`src/rtl/lcd_frame_sched.sv`:
```
// lcd_frame_sched: frame scheduler and byte-bus arbiter for the ILI9341
// 8-bit write path. Interleaves host command/parameter bytes with full-frame
// refreshes (CASET/PASET window, RAMWR, then WIDTH*HEIGHT RGB565 pixels).
//
// Build option: LCD_SCHED_TE_SYNC_EN
//   defined   - frames start on the rising edge of the synchronised lcd_fmark.
//   undefined - lcd_fmark is ignored and refresh is free-running.
module lcd_frame_sched #(
    parameter int WIDTH  = 240,
    parameter int HEIGHT = 320
) (
    input  logic        clk,
    input  logic        rst,
    input  logic        lcd_fmark,
    input  logic        refresh_en,
    input  logic        host_valid,
    output logic        host_ready,
    input  logic        host_rs,
    input  logic [7:0]  host_data,
    input  logic        pix_valid,
    output logic        pix_ready,
    input  logic [15:0] pix_data,
    output logic        bus_valid,
    input  logic        bus_ready,
    output logic        bus_rs,
    output logic [7:0]  bus_data,
    output logic        frame_start,
    output logic        frame_done,
    output logic        busy
);

    localparam logic [2:0] S_IDLE      = 3'd0;
    localparam logic [2:0] S_HOST      = 3'd1;
    localparam logic [2:0] S_WAIT_TE   = 3'd2;
    localparam logic [2:0] S_WIN       = 3'd3;
    localparam logic [2:0] S_PIX_FETCH = 3'd4;
    localparam logic [2:0] S_PIX_HI    = 3'd5;
    localparam logic [2:0] S_PIX_LO    = 3'd6;

    localparam logic [15:0] COL_END  = 16'(WIDTH - 1);
    localparam logic [15:0] ROW_END  = 16'(HEIGHT - 1);
    localparam logic [16:0] PIX_LAST = 17'(WIDTH * HEIGHT - 1);
    localparam logic [3:0]  WIN_LAST = 4'd10;

    logic [2:0]  r_state;
    logic        r_prev_lo;     // previous cycle was PIX_LO: host gets one slot
    logic        r_bus_valid;
    logic        r_bus_rs;
    logic [7:0]  r_bus_data;
    logic [3:0]  r_win_idx;
    logic [16:0] r_pix_cnt;
    logic [7:0]  r_pix_lo;
    logic        r_frame_start;

    logic        w_bus_acc;
    logic        w_te_go;
    logic        w_last_pix;

    // Window setup byte table, returned as {rs, data}.
    function automatic logic [8:0] win_byte(input logic [3:0] idx);
        logic [8:0] b;
        case (idx)
            4'd0:    b = {1'b0, 8'h2A};
            4'd1:    b = {1'b1, 8'h00};
            4'd2:    b = {1'b1, 8'h00};
            4'd3:    b = {1'b1, COL_END[15:8]};
            4'd4:    b = {1'b1, COL_END[7:0]};
            4'd5:    b = {1'b0, 8'h2B};
            4'd6:    b = {1'b1, 8'h00};
            4'd7:    b = {1'b1, 8'h00};
            4'd8:    b = {1'b1, ROW_END[15:8]};
            4'd9:    b = {1'b1, ROW_END[7:0]};
            4'd10:   b = {1'b0, 8'h2C};
            default: b = {1'b0, 8'h00};
        endcase
        return b;
    endfunction

`ifdef LCD_SCHED_TE_SYNC_EN
    logic r_te_s1;
    logic r_te_s2;
    logic r_te_prev;
    logic r_te_edge;

    // Two-flop synchroniser for the async TE pin, then a registered rising-edge pulse.
    always_ff @(posedge clk) begin
        if (rst) begin
            r_te_s1   <= 1'b0;
            r_te_s2   <= 1'b0;
            r_te_prev <= 1'b0;
            r_te_edge <= 1'b0;
        end else begin
            r_te_s1   <= lcd_fmark;
            r_te_s2   <= r_te_s1;
            r_te_prev <= r_te_s2;
            r_te_edge <= r_te_s2 & ~r_te_prev;
        end
    end

    // The edge pulse is only looked at in WAIT_TE, so edges elsewhere are dropped.
    assign w_te_go = r_te_edge;
`else
    logic w_unused_fmark;
    assign w_unused_fmark = lcd_fmark;
    assign w_te_go        = 1'b1;
`endif

    assign w_bus_acc  = r_bus_valid & bus_ready;
    assign w_last_pix = (r_pix_cnt == PIX_LAST);

    // Main sequencer: arbitration, window bytes, pixel byte split, counters.
    always_ff @(posedge clk) begin
        if (rst) begin
            r_state       <= S_IDLE;
            r_prev_lo     <= 1'b0;
            r_bus_valid   <= 1'b0;
            r_bus_rs      <= 1'b0;
            r_bus_data    <= 8'h00;
            r_win_idx     <= 4'd0;
            r_pix_cnt     <= 17'd0;
            r_pix_lo      <= 8'h00;
            r_frame_start <= 1'b0;
        end else begin
            r_frame_start <= 1'b0;
            r_prev_lo     <= (r_state == S_PIX_LO);
            case (r_state)
                S_IDLE: begin
                    // Refresh wins, except the one host slot right after a frame.
                    if (host_valid && (!refresh_en || r_prev_lo))
                        r_state <= S_HOST;
                    else if (refresh_en)
                        r_state <= S_WAIT_TE;
                end
                S_HOST: begin
                    if (!r_bus_valid) begin
                        if (host_valid) begin
                            r_bus_valid <= 1'b1;
                            r_bus_rs    <= host_rs;
                            r_bus_data  <= host_data;
                        end
                    end else if (bus_ready) begin
                        r_bus_valid <= 1'b0;
                        r_state     <= S_IDLE;
                    end
                end
                S_WAIT_TE: begin
                    if (!refresh_en) begin
                        r_state <= S_IDLE;
                    end else if (w_te_go) begin
                        {r_bus_rs, r_bus_data} <= win_byte(4'd0);
                        r_bus_valid   <= 1'b1;
                        r_frame_start <= 1'b1;
                        r_win_idx     <= 4'd0;
                        r_state       <= S_WIN;
                    end
                end
                S_WIN: begin
                    if (w_bus_acc) begin
                        if (r_win_idx == WIN_LAST) begin
                            r_bus_valid <= 1'b0;
                            r_state     <= S_PIX_FETCH;
                        end else begin
                            r_win_idx              <= r_win_idx + 4'd1;
                            {r_bus_rs, r_bus_data} <= win_byte(r_win_idx + 4'd1);
                        end
                    end
                end
                S_PIX_FETCH: begin
                    if (pix_valid) begin
                        r_pix_lo    <= pix_data[7:0];
                        r_bus_rs    <= 1'b1;
                        r_bus_data  <= pix_data[15:8];
                        r_bus_valid <= 1'b1;
                        r_state     <= S_PIX_HI;
                    end
                end
                S_PIX_HI: begin
                    if (w_bus_acc) begin
                        r_bus_data <= r_pix_lo;
                        r_state    <= S_PIX_LO;
                    end
                end
                S_PIX_LO: begin
                    if (w_bus_acc) begin
                        r_bus_valid <= 1'b0;
                        if (w_last_pix) begin
                            r_pix_cnt <= 17'd0;
                            r_state   <= S_IDLE;
                        end else begin
                            r_pix_cnt <= r_pix_cnt + 17'd1;
                            r_state   <= S_PIX_FETCH;
                        end
                    end
                end
                default: r_state <= S_IDLE;
            endcase
        end
    end

    assign host_ready  = (r_state == S_HOST) && !r_bus_valid;
    assign pix_ready   = (r_state == S_PIX_FETCH);
    assign bus_valid   = r_bus_valid;
    assign bus_rs      = r_bus_rs;
    assign bus_data    = r_bus_data;
    assign frame_start = r_frame_start;
    assign frame_done  = (r_state == S_PIX_LO) && w_bus_acc && w_last_pix;
    assign busy        = (r_state != S_IDLE);

endmodule

```
`config.mk`:
```
export PLATFORM = sky130hd
export DESIGN_NAME = lcd_frame_sched
export DESIGN_NICKNAME = d
export VERILOG_FILES = /design/src/rtl/lcd_frame_sched.sv
export SDC_FILE = /design/constraint.sdc
export NUM_CORES = 1
export LEC_CHECK = 0
export BUFFER_PORTS_ARGS = -buffer_cell sky130_fd_sc_hd__buf_2
export CORE_ASPECT_RATIO = 1.25
export CORE_UTILIZATION = 57
export CTS_CLUSTER_SIZE = 16
export DETAILED_ROUTE_END_ITERATION = 16
export GPL_TIMING_DRIVEN = 0
export PLACE_DENSITY = 0.78
export SLEW_MARGIN = 40
export SYNTH_ARGS = -nofsm -noshare
export SYNTH_HDL_FRONTEND = slang
export SYNTH_SLANG_ARGS = --single-unit
```
`constraint.sdc`:
```
create_clock -name clk -period 2.8 [get_ports clk]
set_input_delay 0.42 -clock clk [delete_from_list [all_inputs] [get_ports clk]]
set_output_delay 0.42 -clock clk [all_outputs]
set_load 0.02 [all_outputs]
```
==> results.sh, run 1 <==
export IMPL_rsz0062_at_grt="false"
export IMPL_cts_resized_gates=0
export IMPL_grt_pass1_vias=2546
export IMPL_postCtsHoldBufs=0
export IMPL_setup_viol=0
export IMPL_clock_latency_ps=300
export IMPL_synth_top_area_cell="dfxtp_1"
export IMPL_irDropWorstVdd_mv=0.367
export IMPL_grt_pass1_wl_mm=11.6
export IMPL_die_area_sq_um=5340
export IMPL_p_leak_nw=1.26
export IMPL_cts_root_buf="clkbuf_8"
export IMPL_worst_slack_ps=274
export IMPL_hp_class="input pin to flip-flop"
export IMPL_place_gp_congestion=0.935
export IMPL_syn_to_final_growth_pct=14.4
export IMPL_cts_sinks=44
export IMPL_power_frac_comb_pct=27.3
export IMPL_multi_input_area_sq_um=1800
export IMPL_status="finished clean"
export IMPL_fin_skew_ps=4.31
export IMPL_overflow=0
export IMPL_holdWs_ps=348
export IMPL_fin_nets=440
export IMPL_cts_inserted_buffers=5
export IMPL_yosysWarnings=0
export IMPL_start_kind="flip-flop"
export IMPL_r2r_end="bus_data[3]$_SDFFE_PP0P_"
export IMPL_cts_buffer_depth=2
export IMPL_critPathMaxFanout=10
export IMPL_drive_gt1_share_pct=20.6
export IMPL_register_area_sq_um=881
export IMPL_fillerInstances=394
export IMPL_maxSlewViolCount=0
export IMPL_ys_seq_area_share_pct=30.6
export IMPL_grt_total_usage_pct=28.0
export IMPL_clkSlewWorstSetupHoldPaths_ps=90
export IMPL_fin_crit_ps=2530
export IMPL_synth_compound_area_share_pct=22.4
export IMPL_viasPerCell=6.10
export IMPL_synthXorXnorAreaFrac_pct=6.09
export IMPL_met3_usage_pct=5.97
export IMPL_intPower_mw=1.10
export IMPL_cp_end_kind="flip-flop"
export IMPL_io_pins=47
export IMPL_r2r_cells=7
export IMPL_worstPathRequired_ps=2980
export IMPL_worstHoldStart="pix_data[1]"
export IMPL_synth_fa_ha_area_share_pct=3.04
export IMPL_relSlewSlack_pct=61.2
export IMPL_syn_num_nets=388
export IMPL_finalWirelength_mm=7.26
export IMPL_h_tree_depth=2
export IMPL_syn_inst=349
export IMPL_setup_tns_ps=0
export IMPL_r2r_start="r_win_idx[0]$_SDFFE_PP0P_"
export IMPL_wl_per_cell_microns=15.7
export IMPL_synth_seq_cells=44
export IMPL_fmax_mhz=396
export IMPL_antenna_cells=0
export IMPL_grt_met2_usage_pct=50.4
export IMPL_maxCapViolations=0
export IMPL_avgSynthCellArea_sq_um=8.24
export IMPL_dr_pass1_iters=4
export IMPL_place_port_buffers=45
export IMPL_grt_max_degree=16
export IMPL_synth_top_cells_by_area="dfxtp_1, mux2i_1, nor2_1, xnor2_1, a21oi_1"
export IMPL_syn_area_sq_um=2880
export IMPL_swShare_pct=32.6
export IMPL_synthFlopType="dfxtp_1"
export IMPL_final_util_pct=68.6
export IMPL_cp_arrival_ps=2710
export IMPL_top_usage_layer="met2"
export IMPL_dp_slack_ps=349
export IMPL_synth_mux_area_share_pct=6.66
export IMPL_hpwlAfterDp_mm=5.46
export IMPL_power_clock_fraction_pct=31.0
export IMPL_ant_nets=0
export IMPL_power_frac_seq_pct=41.7
export IMPL_drc=0
export IMPL_synth_top_area_share_pct=30.6
export IMPL_synth_cell_type_count=71
export IMPL_rrSetupSlack_ps=270
export IMPL_start_util_pct=59.9
export IMPL_async_flop_share_pct=0
export IMPL_core_sq_um=4800
export IMPL_dieWidth_microns=65.5
export IMPL_dpl_cell_area_sq_um=3180
export IMPL_hold_viol=0
export IMPL_hold_end="r_pix_lo[1]$_SDFFE_PP0P_"
export IMPL_switchingPower_mw=0.533
export IMPL_postCtsSetupRepairBufs=0
export IMPL_synth_edf_count=0
export IMPL_die_h_microns=81.4
export IMPL_whs_path_depth=3
export IMPL_synthSimpleGateAreaFrac_pct=24.4
export IMPL_worst_pin_slew_ps=575
export IMPL_synth_top_family_by_area="simple AND/OR/NAND/NOR gates"
export IMPL_tritoncts="built"
export IMPL_criticalPathCategory="flip-flop to flip-flop"
export IMPL_fin_crit_sh_pct=90.2
export IMPL_rows=28
export IMPL_powerDensity_nw_per_um2=498
export IMPL_first_iter_violations=144
export IMPL_grtUsageMet1_pct=30.9
export IMPL_vias=2818
export IMPL_final_area_sq_um=3290
export IMPL_antenna_found_initial=0
==> worst max-delay path, cell delays in order, from the launching register on <==
cell and delay (ps):
dfxtp_1 530, inv_1 170, ha_1 300, clkbuf_1 300, nor4b_1 120, or3_1 420, o41ai_2 420, o211ai_1 150
==> state kept, by name, summed over array words and instances (netlist names) <==
register and cells:
r_state 3, frame_start 1, r_win_idx 4, r_pix_lo 8, bus_rs 1, r_pix_cnt 17, bus_valid 1, bus_data 8
r_prev_lo 1
==> per-stage QoR <==
| step | total power [mW] | instances |
|---|---|---|
| 2_1_floorplan | 1.01 | 349 |
| 3_3_place_gp | 1.13 | 454 |
| 3_5_place_dp | 1.14 | 454 |
| 4_1_cts | 1.64 | 462 |
| 5_1_grt | 1.71 | 462 |
| 6_report | 1.64 | 462 |
==> power groups by stage <==
stage                     clock network, mW  logic (mW)  registers, mW
final                                 0.507       0.447          0.684
after global routing                  0.543       0.482          0.689
after CTS                             0.516       0.442          0.683
after detailed placement                  0       0.439          0.698
after global placement                    0       0.435          0.698
after floorplan                           0       0.276          0.732
==> cell families (layout without fill, tap and decap cells) <==
logic type | count (synthesis) | in the layout
AOI/OAI and AO/OA | 89 | 89
xor gates and xnor gates | 20 | 20
adders and majority gates | 7 | 7
buffers and inverters | 36 | 89
DFF | 44 | 44
muxes | 19 | 19
and+or+nand+nor | 134 | 134
==> layer usage <==
| layer | vias to the layer above | wire length [microns] |
|---|---|---|
| li1 | 1400 | - |
| met1 | 1326 | 2930 |
| met2 | 70 | 3740 |
| met3 | 22 | 328 |
| met4 | 0 | 259 |
| met5 | - | 0 |
==> Yosys cell counts (5+ instances only) <==
| cell type | instances |
|---|---|
| dfxtp_1 | 44 |
| nor2_1 | 39 |
| a21oi_1 | 20 |
| nand2_1 | 19 |
| mux2i_1 | 18 |
| nand3_1 | 15 |
| nor3_1 | 15 |
| xnor2_1 | 15 |
| o21ai_0 | 14 |
| inv_1 | 12 |
| buf_2 | 10 |
| o211ai_1 | 10 |
| clkbuf_1 | 8 |
| ha_1 | 7 |
| nor4_1 | 7 |
| nor2b_1 | 5 |
| or3_1 | 5 |
| xor2_1 | 5 |
==> area by class of cell <==
class	count	share of cell area (%)
Buffer	24	4.52
Inverter	12	1.37
Clock inverter	3	1.41
Sequential cell	44	26.8
Timing Repair Buffer	45	6.84
Tap cell	60	2.28
Clock buffer	5	2.09
Multi-Input combinational cell	269	54.7
==> cells in the final DEF, fill, tap and decap left out, types with 4 or more instances in the layout <==
| master | n |
|---|---|
| o21ai_0 | 14 |
| xnor2_1 | 15 |
| ha_1 | 7 |
| nand3_1 | 15 |
| or3_1 | 5 |
| nor4_1 | 7 |
| clkbuf_1 | 8 |
| dfxtp_1 | 44 |
| a21oi_1 | 20 |
| clkbuf_8 | 7 |
| xor2_1 | 5 |
| buf_2 | 55 |
| nand2b_1 | 4 |
| o2111ai_1 | 4 |
| inv_1 | 12 |
| nor2_1 | 39 |
| nor3_1 | 15 |
| nor2b_1 | 5 |
| nand2_1 | 19 |
| o211ai_1 | 10 |
| mux2i_1 | 18 |
==> worst max path at each step <==
stage	end	start	slack, ps	cells after the start
6_report	bus_data[3]$_SDFFE_PP0P_	r_win_idx[0]$_SDFFE_PP0P_	270	7
3_3_place_gp	bus_data[3]$_SDFFE_PP0P_	r_win_idx[0]$_SDFFE_PP0P_	350	7
2_1_floorplan	bus_data[3]$_SDFFE_PP0P_	r_win_idx[0]$_SDFFE_PP0P_	700	7
5_1_grt	bus_data[3]$_SDFFE_PP0P_	r_win_idx[0]$_SDFFE_PP0P_	190	7
4_1_cts	bus_data[3]$_SDFFE_PP0P_	r_win_idx[0]$_SDFFE_PP0P_	320	7
3_5_place_dp	bus_data[3]$_SDFFE_PP0P_	r_win_idx[0]$_SDFFE_PP0P_	350	7
Note: power is estimated with default switching activity, not from simulation.
==> run 2, diff against run 1 <==
--- a/config.mk
+++ b/config.mk
@@ -6,8 +6,10 @@
 export NUM_CORES = 1
 export LEC_CHECK = 0
 export BUFFER_PORTS_ARGS = -buffer_cell sky130_fd_sc_hd__buf_2
+export CELL_PAD_IN_SITES_DETAIL_PLACEMENT = 0
+export CELL_PAD_IN_SITES_GLOBAL_PLACEMENT = 1
 export CORE_ASPECT_RATIO = 1.25
-export CORE_UTILIZATION = 57
+export CORE_UTILIZATION = 42
 export CTS_CLUSTER_SIZE = 16
 export DETAILED_ROUTE_END_ITERATION = 16
 export GPL_TIMING_DRIVEN = 0
==> run 2 against run 1 <==
Sequential share of layout area down 0.27 points. Critical path depth unchanged. Total power up 0.46%. Highest routed layer unchanged. Sequential power about the same. Critical endpoint unchanged. Utilization down 18 points. Worst hold slack better by 4.1 ps. Non-clock buffer count unchanged. Combinational power up 0.9%. Maximum frequency down 0.94%. Worst setup slack worse by 24 ps. Wire length up 7.0%. Cell count up 5.8%.
==> results.sh, run 2 (same netlist as run 1, synthesis figures left out) <==
export IMPL_grt_total_usage_pct=22.1
export IMPL_power_frac_comb_pct=27.4
export IMPL_syn_to_final_growth_pct=15.6
export IMPL_most_common_layout_cells="buf_2, dfxtp_1, nor2_1"
export IMPL_final_area_sq_um=3330
export IMPL_core_sq_um=6610
export IMPL_r2r_start="r_win_idx[0]$_SDFFE_PP0P_"
export IMPL_dr_pass1_iters=4
export IMPL_final_util_pct=50.3
export IMPL_final_common_cell="buf_2"
export IMPL_cts_sinks=44
export IMPL_worstHoldStart="pix_data[5]"
export IMPL_hpwlAfterDp_mm=5.89
export IMPL_irDropWorstVdd_mv=0.248
export IMPL_setup_viol=0
export IMPL_antenna_found_initial=0
export IMPL_hp_class="input pin to flip-flop"
export IMPL_switchingPower_mw=0.541
export IMPL_grt_pass1_vias=2581
export IMPL_vias=2760
export IMPL_cts_buffer_depth=2
export IMPL_p_leak_nw=1.26
export IMPL_intPower_mw=1.10
export IMPL_grt_pass1_wl_mm=12.6
export IMPL_rsz0062_at_grt="false"
export IMPL_h_tree_depth=2
export IMPL_dieWidth_microns=76.0
export IMPL_start_util_pct=43.5
export IMPL_largest_reg_flops=17
export IMPL_worstPathRequired_ps=2980
export IMPL_fin_crit_ps=2550
export IMPL_tritoncts="built"
export IMPL_powerDensity_nw_per_um2=495
export IMPL_ant_nets=0
export IMPL_swShare_pct=32.9
export IMPL_fin_nets=440
export IMPL_cts_root_buf="clkbuf_8"
export IMPL_viasPerCell=5.64
export IMPL_dp_slack_ps=280
export IMPL_overflow=0
export IMPL_antenna_cells=0
export IMPL_cts_resized_gates=0
export IMPL_postCtsHoldBufs=0
export IMPL_postCtsSetupRepairBufs=0
export IMPL_drc=0
export IMPL_power_clock_fraction_pct=31.0
export IMPL_wl_per_cell_microns=15.9
export IMPL_cts_inserted_buffers=5
export IMPL_maxSlewViolCount=0
export IMPL_relSlewSlack_pct=62.8
export IMPL_maxCapViolations=0
export IMPL_power_total_mw=1.65
export IMPL_place_port_buffers=45
export IMPL_worst_slack_ps=250
export IMPL_fmax_mhz=392
export IMPL_start_kind="flip-flop"
export IMPL_critPathMaxFanout=10
export IMPL_place_gp_congestion=0.888
export IMPL_die_h_microns=94.5
export IMPL_criticalPathCategory="flip-flop to flip-flop"
export IMPL_clkSlewWorstSetupHoldPaths_ps=100
export IMPL_status="finished clean"
export IMPL_io_pins=47
export IMPL_worst_pin_slew_ps=550
export IMPL_finalWirelength_mm=7.77
export IMPL_fin_crit_sh_pct=91.1
export IMPL_dpl_cell_area_sq_um=3210
export IMPL_power_frac_seq_pct=41.6
export IMPL_clock_latency_ps=300
export IMPL_hold_viol=0
export IMPL_critPathLaunch="r_win_idx[0]$_SDFFE_PP0P_"
export IMPL_cp_arrival_ps=2730
export IMPL_die_area_sq_um=7190
export IMPL_first_iter_violations=103
export IMPL_rows=33
export IMPL_grt_max_degree=16
export IMPL_setup_tns_ps=0
export IMPL_fin_skew_ps=9.57
export IMPL_cp_end_kind="flip-flop"
export IMPL_drive_gt1_share_pct=20.6
export IMPL_top_register="r_pix_cnt"
==> run 2: power groups by stage <==
| stage | Sequential [mW] | Combinational, mW | Clock (mW) |
|---|---|---|---|
| after floorplan | 0.732 | 0.276 | 0 |
| after global placement | 0.698 | 0.446 | 0 |
| after detailed placement | 0.699 | 0.446 | 0 |
| after CTS | 0.685 | 0.449 | 0.529 |
| after global routing | 0.691 | 0.491 | 0.555 |
| final | 0.685 | 0.451 | 0.509 |
==> run 2: critical path, stage by stage (launching register included) <==
cell      delay, ps
dfxtp_1         530
inv_1           170
ha_1            300
clkbuf_1        340
nor4b_1         130
or3_1           420
o41ai_2         380
o211ai_1        150
==> run 2: through the flow <==
stage	hold slack (ps)	instances
2_1_floorplan	449	349
3_3_place_gp	458	481
3_5_place_dp	470	481
4_1_cts	349	489
5_1_grt	350	489
6_report	352	489
==> run 2: final cells by class <==
cell class              instances  area (sq um)
clock inverters                 3          46.3
plain buffers                  24           149
inverters                      12          45.0
fillers                       688          3280
clock buffers                   5          68.8
repair buffers                 45           225
well taps                      87           109
multi-input cells             269          1800
flip-flops and latches         44           881
==> run 2: per-layer routing <==
metal | vias to the layer above | wire length [microns] | global-route usage, %
met5 | - | 0 | 0
met4 | 0 | 226 | 10.1
met3 | 16 | 195 | 2.80
met2 | 54 | 4000 | 40.3
met1 | 1302 | 3350 | 25.9
li1 | 1388 | - | -
==> run 2: path summary, 6_finish.rpt <==
check / slack, ps / endpoint / cells after the start
min: 350 / r_pix_lo[5]$_SDFFE_PP0P_ / 3
max reg2reg: 250 / bus_data[3]$_SDFFE_PP0P_ / 7
max: 250 / bus_data[3]$_SDFFE_PP0P_ / 7
min reg2reg: 480 / r_pix_cnt[1]$_SDFFE_PP0P_ / 2
